[src/rtl/hazard_ctrl_if.sv]
// Pipeline hazard control bundle: ID/EX hazard inputs, memory busy,
// stall/flush controls, timeout flag and performance counters.
interface hazard_ctrl_if;
    logic [4:0]  id_rs1;
    logic [4:0]  id_rs2;
    logic        id_rs1_used;
    logic        id_rs2_used;
    logic [4:0]  ex_rd;
    logic        ex_mem_read;
    logic        ex_branch_taken;
    logic        dmem_busy;
    logic        pc_stall;
    logic        if_id_stall;
    logic        id_ex_stall;
    logic        ex_mem_stall;
    logic        if_id_flush;
    logic        id_ex_flush;
    logic        mem_timeout;
    logic [31:0] perf_stall_cycles;
    logic [31:0] perf_flush_events;

    modport master (
        output id_rs1, id_rs2, id_rs1_used, id_rs2_used, ex_rd, ex_mem_read,
               ex_branch_taken, dmem_busy,
        input  pc_stall, if_id_stall, id_ex_stall, ex_mem_stall, if_id_flush,
               id_ex_flush, mem_timeout, perf_stall_cycles, perf_flush_events
    );

    modport slave (
        input  id_rs1, id_rs2, id_rs1_used, id_rs2_used, ex_rd, ex_mem_read,
               ex_branch_taken, dmem_busy,
        output pc_stall, if_id_stall, id_ex_stall, ex_mem_stall, if_id_flush,
               id_ex_flush, mem_timeout, perf_stall_cycles, perf_flush_events
    );
endinterface

[src/rtl/hazard_ctrl.sv]
// Pipeline hazard controller: load-use bubbles, branch redirect flushes, data
// memory wait stalls with sticky timeout. Optional counters: HAZARD_PERF_EN.
module hazard_ctrl #(
    parameter int unsigned MEM_TIMEOUT = 255
) (
    input logic          clk,
    input logic          rst,
    hazard_ctrl_if.slave hz
);
    typedef enum logic [1:0] {RUN, MEMWAIT, REDIRECT} state_t;

    localparam logic [7:0] TIMEOUT_LIM = 8'(MEM_TIMEOUT);

    state_t     state, state_next;
    logic [7:0] wait_cnt, wait_next;
    logic       mem_timeout_q;
    logic       load_use;
    logic       stall_all, pc_stall, if_id_stall, if_id_flush, id_ex_flush;

    assign load_use = hz.ex_mem_read && (hz.ex_rd != 5'd0) &&
                      ((hz.id_rs1_used && (hz.id_rs1 == hz.ex_rd)) ||
                       (hz.id_rs2_used && (hz.id_rs2 == hz.ex_rd)));

    // NOTE: every output of this block gets a default first, so no path leaves
    // a signal unassigned and no latch is inferred.
    always_comb begin
        state_next  = state;
        stall_all   = 1'b0;
        pc_stall    = 1'b0;
        if_id_stall = 1'b0;
        if_id_flush = 1'b0;
        id_ex_flush = 1'b0;
        case (state)
            REDIRECT: begin
                // Kill the wrong-path fetch; flush wins over stall on IF/ID.
                if_id_flush = 1'b1;
                if (hz.dmem_busy) stall_all  = 1'b1;
                else              state_next = RUN;
            end
            default: begin
                // MEMWAIT without busy evaluates exactly like RUN.
                if (hz.dmem_busy) begin
                    stall_all  = 1'b1;
                    state_next = MEMWAIT;
                end else if (hz.ex_branch_taken) begin
                    if_id_flush = 1'b1;
                    id_ex_flush = 1'b1;
                    state_next  = REDIRECT;
                end else if (load_use) begin
                    pc_stall    = 1'b1;
                    if_id_stall = 1'b1;
                    id_ex_flush = 1'b1;
                    state_next  = RUN;
                end else begin
                    state_next = RUN;
                end
            end
        endcase
        if (!rst) begin
            state_next  = RUN;
            stall_all   = 1'b0;
            pc_stall    = 1'b0;
            if_id_stall = 1'b0;
            if_id_flush = 1'b1;
            id_ex_flush = 1'b1;
        end
    end

    assign wait_next = !hz.dmem_busy      ? 8'd0 :
                       (wait_cnt == 8'hFF) ? 8'hFF : wait_cnt + 8'd1;

    // NOTE: sequential state uses non-blocking assignments only, so every flop
    // samples pre-edge values regardless of statement order.
    always_ff @(posedge clk) begin
        if (!rst) begin
            state         <= RUN;
            wait_cnt      <= 8'd0;
            mem_timeout_q <= 1'b0;
        end else begin
            state         <= state_next;
            wait_cnt      <= wait_next;
            // Sticky: set on the edge where the count reaches the limit.
            if (wait_next >= TIMEOUT_LIM) mem_timeout_q <= 1'b1;
        end
    end

    assign hz.pc_stall     = stall_all | pc_stall;
    assign hz.if_id_stall  = stall_all | if_id_stall;
    assign hz.id_ex_stall  = stall_all;
    assign hz.ex_mem_stall = stall_all;
    assign hz.if_id_flush  = if_id_flush;
    assign hz.id_ex_flush  = id_ex_flush;
    assign hz.mem_timeout  = mem_timeout_q;

`ifdef HAZARD_PERF_EN
    logic [31:0] stall_ctr, flush_ctr;

    always_ff @(posedge clk) begin
        if (!rst) begin
            stall_ctr <= 32'd0;
            flush_ctr <= 32'd0;
        end else begin
            if (hz.pc_stall) stall_ctr <= stall_ctr + 32'd1;
            if (state == RUN && state_next == REDIRECT) flush_ctr <= flush_ctr + 32'd1;
        end
    end

    assign hz.perf_stall_cycles = stall_ctr;
    assign hz.perf_flush_events = flush_ctr;
`else
    assign hz.perf_stall_cycles = 32'd0;
    assign hz.perf_flush_events = 32'd0;
`endif

endmodule
[src/flat_wrapper.sv]
// flat-port wrapper written by rule: the top's interface ports become plain ports
module hazard_ctrl_flat 
#(
    parameter int unsigned MEM_TIMEOUT = 255
)
  (clk, rst, hz_id_rs1, hz_id_rs2, hz_id_rs1_used, hz_id_rs2_used, hz_ex_rd, hz_ex_mem_read, hz_ex_branch_taken, hz_dmem_busy, hz_pc_stall, hz_if_id_stall, hz_id_ex_stall, hz_ex_mem_stall, hz_if_id_flush, hz_id_ex_flush, hz_mem_timeout, hz_perf_stall_cycles, hz_perf_flush_events);
  hazard_ctrl_if hz_i ();
  input logic clk;
  input logic rst;
  input wire logic [$bits(hz_i.id_rs1)-1:0] hz_id_rs1;
  input wire logic [$bits(hz_i.id_rs2)-1:0] hz_id_rs2;
  input wire logic [$bits(hz_i.id_rs1_used)-1:0] hz_id_rs1_used;
  input wire logic [$bits(hz_i.id_rs2_used)-1:0] hz_id_rs2_used;
  input wire logic [$bits(hz_i.ex_rd)-1:0] hz_ex_rd;
  input wire logic [$bits(hz_i.ex_mem_read)-1:0] hz_ex_mem_read;
  input wire logic [$bits(hz_i.ex_branch_taken)-1:0] hz_ex_branch_taken;
  input wire logic [$bits(hz_i.dmem_busy)-1:0] hz_dmem_busy;
  output wire logic [$bits(hz_i.pc_stall)-1:0] hz_pc_stall;
  output wire logic [$bits(hz_i.if_id_stall)-1:0] hz_if_id_stall;
  output wire logic [$bits(hz_i.id_ex_stall)-1:0] hz_id_ex_stall;
  output wire logic [$bits(hz_i.ex_mem_stall)-1:0] hz_ex_mem_stall;
  output wire logic [$bits(hz_i.if_id_flush)-1:0] hz_if_id_flush;
  output wire logic [$bits(hz_i.id_ex_flush)-1:0] hz_id_ex_flush;
  output wire logic [$bits(hz_i.mem_timeout)-1:0] hz_mem_timeout;
  output wire logic [$bits(hz_i.perf_stall_cycles)-1:0] hz_perf_stall_cycles;
  output wire logic [$bits(hz_i.perf_flush_events)-1:0] hz_perf_flush_events;
  assign hz_i.id_rs1 = hz_id_rs1;
  assign hz_i.id_rs2 = hz_id_rs2;
  assign hz_i.id_rs1_used = hz_id_rs1_used;
  assign hz_i.id_rs2_used = hz_id_rs2_used;
  assign hz_i.ex_rd = hz_ex_rd;
  assign hz_i.ex_mem_read = hz_ex_mem_read;
  assign hz_i.ex_branch_taken = hz_ex_branch_taken;
  assign hz_i.dmem_busy = hz_dmem_busy;
  assign hz_pc_stall = hz_i.pc_stall;
  assign hz_if_id_stall = hz_i.if_id_stall;
  assign hz_id_ex_stall = hz_i.id_ex_stall;
  assign hz_ex_mem_stall = hz_i.ex_mem_stall;
  assign hz_if_id_flush = hz_i.if_id_flush;
  assign hz_id_ex_flush = hz_i.id_ex_flush;
  assign hz_mem_timeout = hz_i.mem_timeout;
  assign hz_perf_stall_cycles = hz_i.perf_stall_cycles;
  assign hz_perf_flush_events = hz_i.perf_flush_events;
  hazard_ctrl #(.MEM_TIMEOUT(MEM_TIMEOUT)) u_core (.clk(clk), .rst(rst), .hz(hz_i));
endmodule
[config.mk]
export PLATFORM = sky130hd
export DESIGN_NAME = hazard_ctrl_flat
export DESIGN_NICKNAME = d
export VERILOG_FILES = /design/src/rtl/hazard_ctrl_if.sv /design/src/rtl/hazard_ctrl.sv /design/src/flat_wrapper.sv
export SDC_FILE = /design/constraint.sdc
export NUM_CORES = 1
export LEC_CHECK = 0
export ABC_AREA = 1
export CAP_MARGIN = 40
export CORE_ASPECT_RATIO = 0.8
export CORE_MARGIN = 10
export CORE_UTILIZATION = 37
export CTS_BUF_LIST = sky130_fd_sc_hd__clkbuf_8 sky130_fd_sc_hd__clkbuf_16
export DETAILED_ROUTE_END_ITERATION = 8
export HOLD_SLACK_MARGIN = 0.05
export PLACE_DENSITY = 0.86
export SETUP_SLACK_MARGIN = 0.3
export SYNTH_ARGS = -nofsm -noshare
export SYNTH_HDL_FRONTEND = slang
export SYNTH_SLANG_ARGS = --single-unit
[constraint.sdc]
create_clock -name clk -period 3.2 [get_ports clk]
set_clock_uncertainty 0.1 [all_clocks]
set_input_delay 0.48 -clock clk [delete_from_list [all_inputs] [get_ports clk]]
set_output_delay 0.48 -clock clk [all_outputs]
set_load 0.1 [all_outputs]
# After elaboration in Yosys (flattened, before gate mapping)

Index checks and enable logic that the tools add are counted.

Flip-flop bits (word level): 11
Input bits: 22
Output and inout port bits: 71
Logic and storage cells: 38

Add/subtract/negate cells: 1
Magnitude comparators: 1
Equal/unequal tests: 5
Multiplexer cells: 21
Bitwise operators: 1
Reduce and logical (&&, ||, !) cells: 6

Operators with widths:

| cell                                          | number |
|---|---|
| 2-to-1 mux 8 bit                              | 2 |
| 2-to-1 mux 1 bit                              | 15 |
| equality test 5 bit                           | 2 |
| adder 8 x 1 -> 8 bit (second input constant)  | 1 |
| equality test 8 bit (second input constant)   | 1 |
| >= comparator 8 bit (second input constant)   | 1 |
| 2-to-1 mux 2 bit                              | 4 |
| nonzero test 5 bit                            | 1 |
| logical AND 1 bit                             | 4 |
| equality test 2 bit (second input constant)   | 1 |
| inequality test 2 bit (second input constant) | 1 |
| logical OR 1 bit                              | 1 |
| bitwise OR 1 bit                              | 1 |

# Logic depth before layout (Yosys ltp)

Depth in word-level cells: 10
Mapped depth: 10
Depth with buffers taken out: 10

# Worst setup path after synthesis

No wires, ideal clock.

Path type: input to output
Start point: in hz_id_rs2[2]
End point: out hz_pc_stall
Data arrival time: 2065 ps
Required time: 2620 ps
Path slack: 555 ps
Stages on the path: 8
Path buffers: 1
Path through: inv_1 > nor2_1 > nor3_1 > nand4_1 > nand2_1 > nand4_1 > nand2_1 > buf_4

Cells in the longest elaborated chain, start to end: 10

Ends and longest elaborated chain:

| what                          | line               | RTL |
|---|---|---|
| start: declaration            | flat_wrapper.sv:11 | `input wire logic [$bits(hz_i.id_rs2)-1:0] hz_id_rs2;` |
| equality test 5 bit           | hazard_ctrl.sv:22  | `(hz.id_rs2_used && (hz.id_rs2 == hz.ex_rd)));` |
| logical AND 1 bit             | hazard_ctrl.sv:22  |  |
| logical OR 1 bit              | hazard_ctrl.sv:21  | `((hz.id_rs1_used && (hz.id_rs1 == hz.ex_rd)) \|\|` |
| logical AND 1 bit             | hazard_ctrl.sv:20  | `assign load_use = hz.ex_mem_read && (hz.ex_rd != 5'd0) &&` |
| 2-to-1 mux 1 bit (5 in a row) | --                 |  |
| bitwise OR 1 bit              | --                 |  |
| end: declaration              | flat_wrapper.sv:18 | `output wire logic [$bits(hz_i.pc_stall)-1:0] hz_pc_stall;` |

Every way passes these cells.

# Worst setup path in the final report

Start point: in hz_ex_rd[1]
End point: out hz_if_id_stall

Cells in the longest elaborated chain, start to end: 10
Elaborated cells between the ends (all ways): 14
Classes of those cells: eq/ne (2); mux (5); bitwise (1); reduce/logical (6)

Ends and longest elaborated chain:

| what                                          | line                                 | RTL |
|---|---|---|
| start: declaration                            | flat_wrapper.sv:14                   | `input wire logic [$bits(hz_i.ex_rd)-1:0] hz_ex_rd;` |
| equality test 5 bit, on equally long branches | hazard_ctrl.sv:21, hazard_ctrl.sv:22 |  |
| logical AND 1 bit, on equally long branches   | hazard_ctrl.sv:21, hazard_ctrl.sv:22 |  |
| logical OR 1 bit                              | hazard_ctrl.sv:21                    |  |
| logical AND 1 bit (*)                         | hazard_ctrl.sv:20                    |  |
| 2-to-1 mux 1 bit (*)                          | hazard_ctrl.sv:49                    | `end else if (load_use) begin` |
| 2-to-1 mux 1 bit (*)                          | hazard_ctrl.sv:45                    | `end else if (hz.ex_branch_taken) begin` |
| 2-to-1 mux 1 bit (*)                          | hazard_ctrl.sv:42                    | `if (hz.dmem_busy) begin` |
| 2-to-1 mux 1 bit (*)                          | hazard_ctrl.sv:33                    | `case (state)` |
| 2-to-1 mux 1 bit (*)                          | hazard_ctrl.sv:59                    | `if (!rst) begin` |
| bitwise OR 1 bit (*)                          | hazard_ctrl.sv:88                    | `assign hz.if_id_stall = stall_all \| if_id_stall;` |
| end: declaration                              | flat_wrapper.sv:19                   | `output wire logic [$bits(hz_i.if_id_stall)-1:0] hz_if_id_stall;` |

Every way passes the cells marked *; elsewhere a longest branch is shown, timed or not.

==> results.cfg <==
[setup_path]
slowest_delay_ns = 0.57
setup.worst_path.start = hz_ex_rd[1]
path_class = input pin to output pin
critPathMaxFanout = 5
crit_slowest_cell = clkdlybuf4s50_1
arrival_ns = 2.02
worstSetupStartpointType = input pin
critical_path_required_ns = 2.62
crit_chain = clkdlybuf4s50_1 -> nor2_1 -> nor3_1 -> nand4_1 -> nand2_1 -> nand4_1 -> nand2_1 -> buf_12
endpoint_kind = output pin
worstReg2RegStart = u_core.wait_cnt[0]$_SDFF_PN0_

[power_and_ir_drop]
worst_ir_drop_vdd_mv = 0.304
clkPwrFrac_pct = 19.5
p_int_mw = 0.272
p_leak_nw = 0.738
pwr-share-seq_pct = 19.6
netSwitchingPower_mw = 0.451
power.density_nw_per_um2 = 516
p_total_mw = 0.723
p_sw_share_pct = 62.4
p_comb_share_pct = 60.9

[route]
drtPass1Iterations = 4
drc = 0
wl_per_cell_um = 11.6
ant_nets = 0
drtIter0Drc = 36
vias_per_cell = 3.87
vias = 1017
wirelength_um = 3050

[cts]
cts_buffers = 3
hold_buffers = 0
htreeDepth = 1
cts.clk_slew.worst_paths_ns = 0.05
postCtsSetupBuffers = 0
tritoncts = done
cts_root_buf = clkbuf_8
clkSinkCount = 11
clock_path_buffers = 2
clk_latency_ns = 0.24
ctsResizeCount = 0

[synthesis]
synth-simple-area-share_pct = 28.6
synthMostInstantiatedCell = buf_4
synthFlopType = dfxtp_1
ys_seq_elements = 11
netlist_area_um2 = 1270
synthesis.instances = 195
ys_warn_count = 0
ys_seq_area_share_pct = 17.3
synth_top_area_share_pct = 38.9
yosys.area.top_type = buf_4
yosys-top-cells-count = buf_4 (66), nand2_1 (36), inv_1 (21), nor2_1 (19), dfxtp_1 (11)
synth.area.mux_share_pct = 0
synth_compound_area_share_pct = 4.22
syn_avg_cell_area_um2 = 6.54
yosys-top-cells-area = buf_4 (39%), dfxtp_1 (17%), nand2_1 (11%)
yosys.cell_types.count = 20
async_flop_share_pct = 0
synth_edf_count = 0
synth-xor-area-share_pct = 2.75
synthAdderAreaFrac_pct = 0.981
synth_top_family_by_area = buffers and inverters

[timing]
post-route-period-util_pct = 81.2
min_period_ns = 2.60
rsz0062_at_grt = no
report.final.setup_viol = 0
fmax_mhz = 385
hold_violations = 0
setup_tns_ns = 0
drv_slew = 0

[min_path]
hold_path_class = flip-flop to flip-flop
min_from = u_core.hz.mem_timeout$_SDFFE_PN0P_

[global_routing]
grt_pass1_wl_um = 4670
antenna_found_initial = 0
track_usage_pct = 9.15
grt_pass1_vias = 978
grt-ovfl-total = 0
grt_max_degree = 13

[final_layout]
diodes = 0
finish.utilization_pct = 43.8
final_nets = 247
finish.instance_area_um2 = 1400
nFillCells = 336
drive_above_1_share_pct = 9.42
final_cells = 263
area_growth_pct = 9.91

[die]
fp.dieH_um = 72.5
coreArea_um2 = 3200
dieArea_um2 = 6210
num_rows = 18
io_pins = 93
fp.dieW_um = 85.6
initial_core_util_pct = 39.9

[placed_design]
postPlaceCellArea_um2 = 1360
gp_congestion = 0.870
port_buffers = 28
place_hpwl_um = 2650
post-place-cells = 259

[status]
status = finished clean

[job]
maxCapViolations = 0
## worst paths after layout
check / to / slack, ns / cells past startpoint
setup / recovery: hz_if_id_stall / 0.60 / 8
hold reg to reg: u_core.hz.mem_timeout$_SDFFE_PN0P_ / 0.36 / 2
hold / removal: u_core.hz.mem_timeout$_SDFFE_PN0P_ / 0.36 / 2
setup reg to reg: u_core.hz.mem_timeout$_SDFFE_PN0P_ / 1.53 / 9
## sequential cells by signal (all words and copies together), names as in the netlist
name and flops:
u_core.wait_cnt 8, u_core.hz.mem_timeout 1, u_core.state 2
## critical path, delay by kind of cell
family                 cells  cell delay, ns
AND/OR/NAND/NOR            6            0.75
buffers and inverters      2            0.78
## power groups by stage
stage               registers, mW  logic [mW]  clock network [mW]
finish                      0.142       0.440               0.141
detailed placement          0.144       0.436                   0
global route                0.142       0.453               0.153
CTS                         0.141       0.436               0.148
floorplan                   0.144       0.449                   0
global placement            0.144       0.435                   0
## cells by family (layout without fill, tap and decap cells)
| kind of cell | after synthesis | in the layout |
|---|---|---|
| and+or+nand+nor | 80 | 80 |
| buffers and inverters | 88 | 53 |
| other | 1 | 64 |
| AOI/OAI and AO/OA | 10 | 10 |
| DFF | 11 | 11 |
| adders and majority gates | 1 | 1 |
| xor gates and xnor gates | 4 | 4 |
## stage by stage
stage / setup WS, ns / hold slack, ns
finish: 0.603 / 0.361
global route: 0.403 / 0.401
CTS: 0.582 / 0.370
detailed placement: 0.586 / 0.358
global placement: 0.593 / 0.352
floorplan: 0.555 / 0.379
## cell usage in the layout (no fill, tap or decap), types with 2 or more instances in the layout
cell type        netlist  layout
conb_1                 1      64
nand2_1               36      36
inv_1                 21      21
clkdlybuf4s50_1        0      21
nor2_1                19      19
dfxtp_1               11      11
a21oi_1                7       7
nand3_1                6       6
nand4_1                5       5
nor3_1                 4       4
xnor2_1                4       4
nand2_2                4       4
buf_4                 66       4
clkbuf_8               0       3
buf_12                 0       3
nor2_4                 2       2
o21ai_0                2       2
nor2_2                 2       2
## area by class of cell
class | instances | area [µm²] | share of cell area (%)
Sequential cell | 11 | 220 | 15.7
Clock inverter | 1 | 5.00 | 0.357
Multi-Input combinational cell | 159 | 706 | 50.4
Timing Repair Buffer | 28 | 300 | 21.4
Clock buffer | 3 | 41.3 | 2.95
Inverter | 21 | 78.8 | 5.63
Tap cell | 40 | 50.0 | 3.57
## routing by layer
metal  part of all wire (%)  global-route usage, %
met1                     35                   9.12
met2                     55                   16.7
met3                    9.1                   3.57
met4                    1.4                   3.83
met5                      0                      0
(Power assumes the default switching activity.)
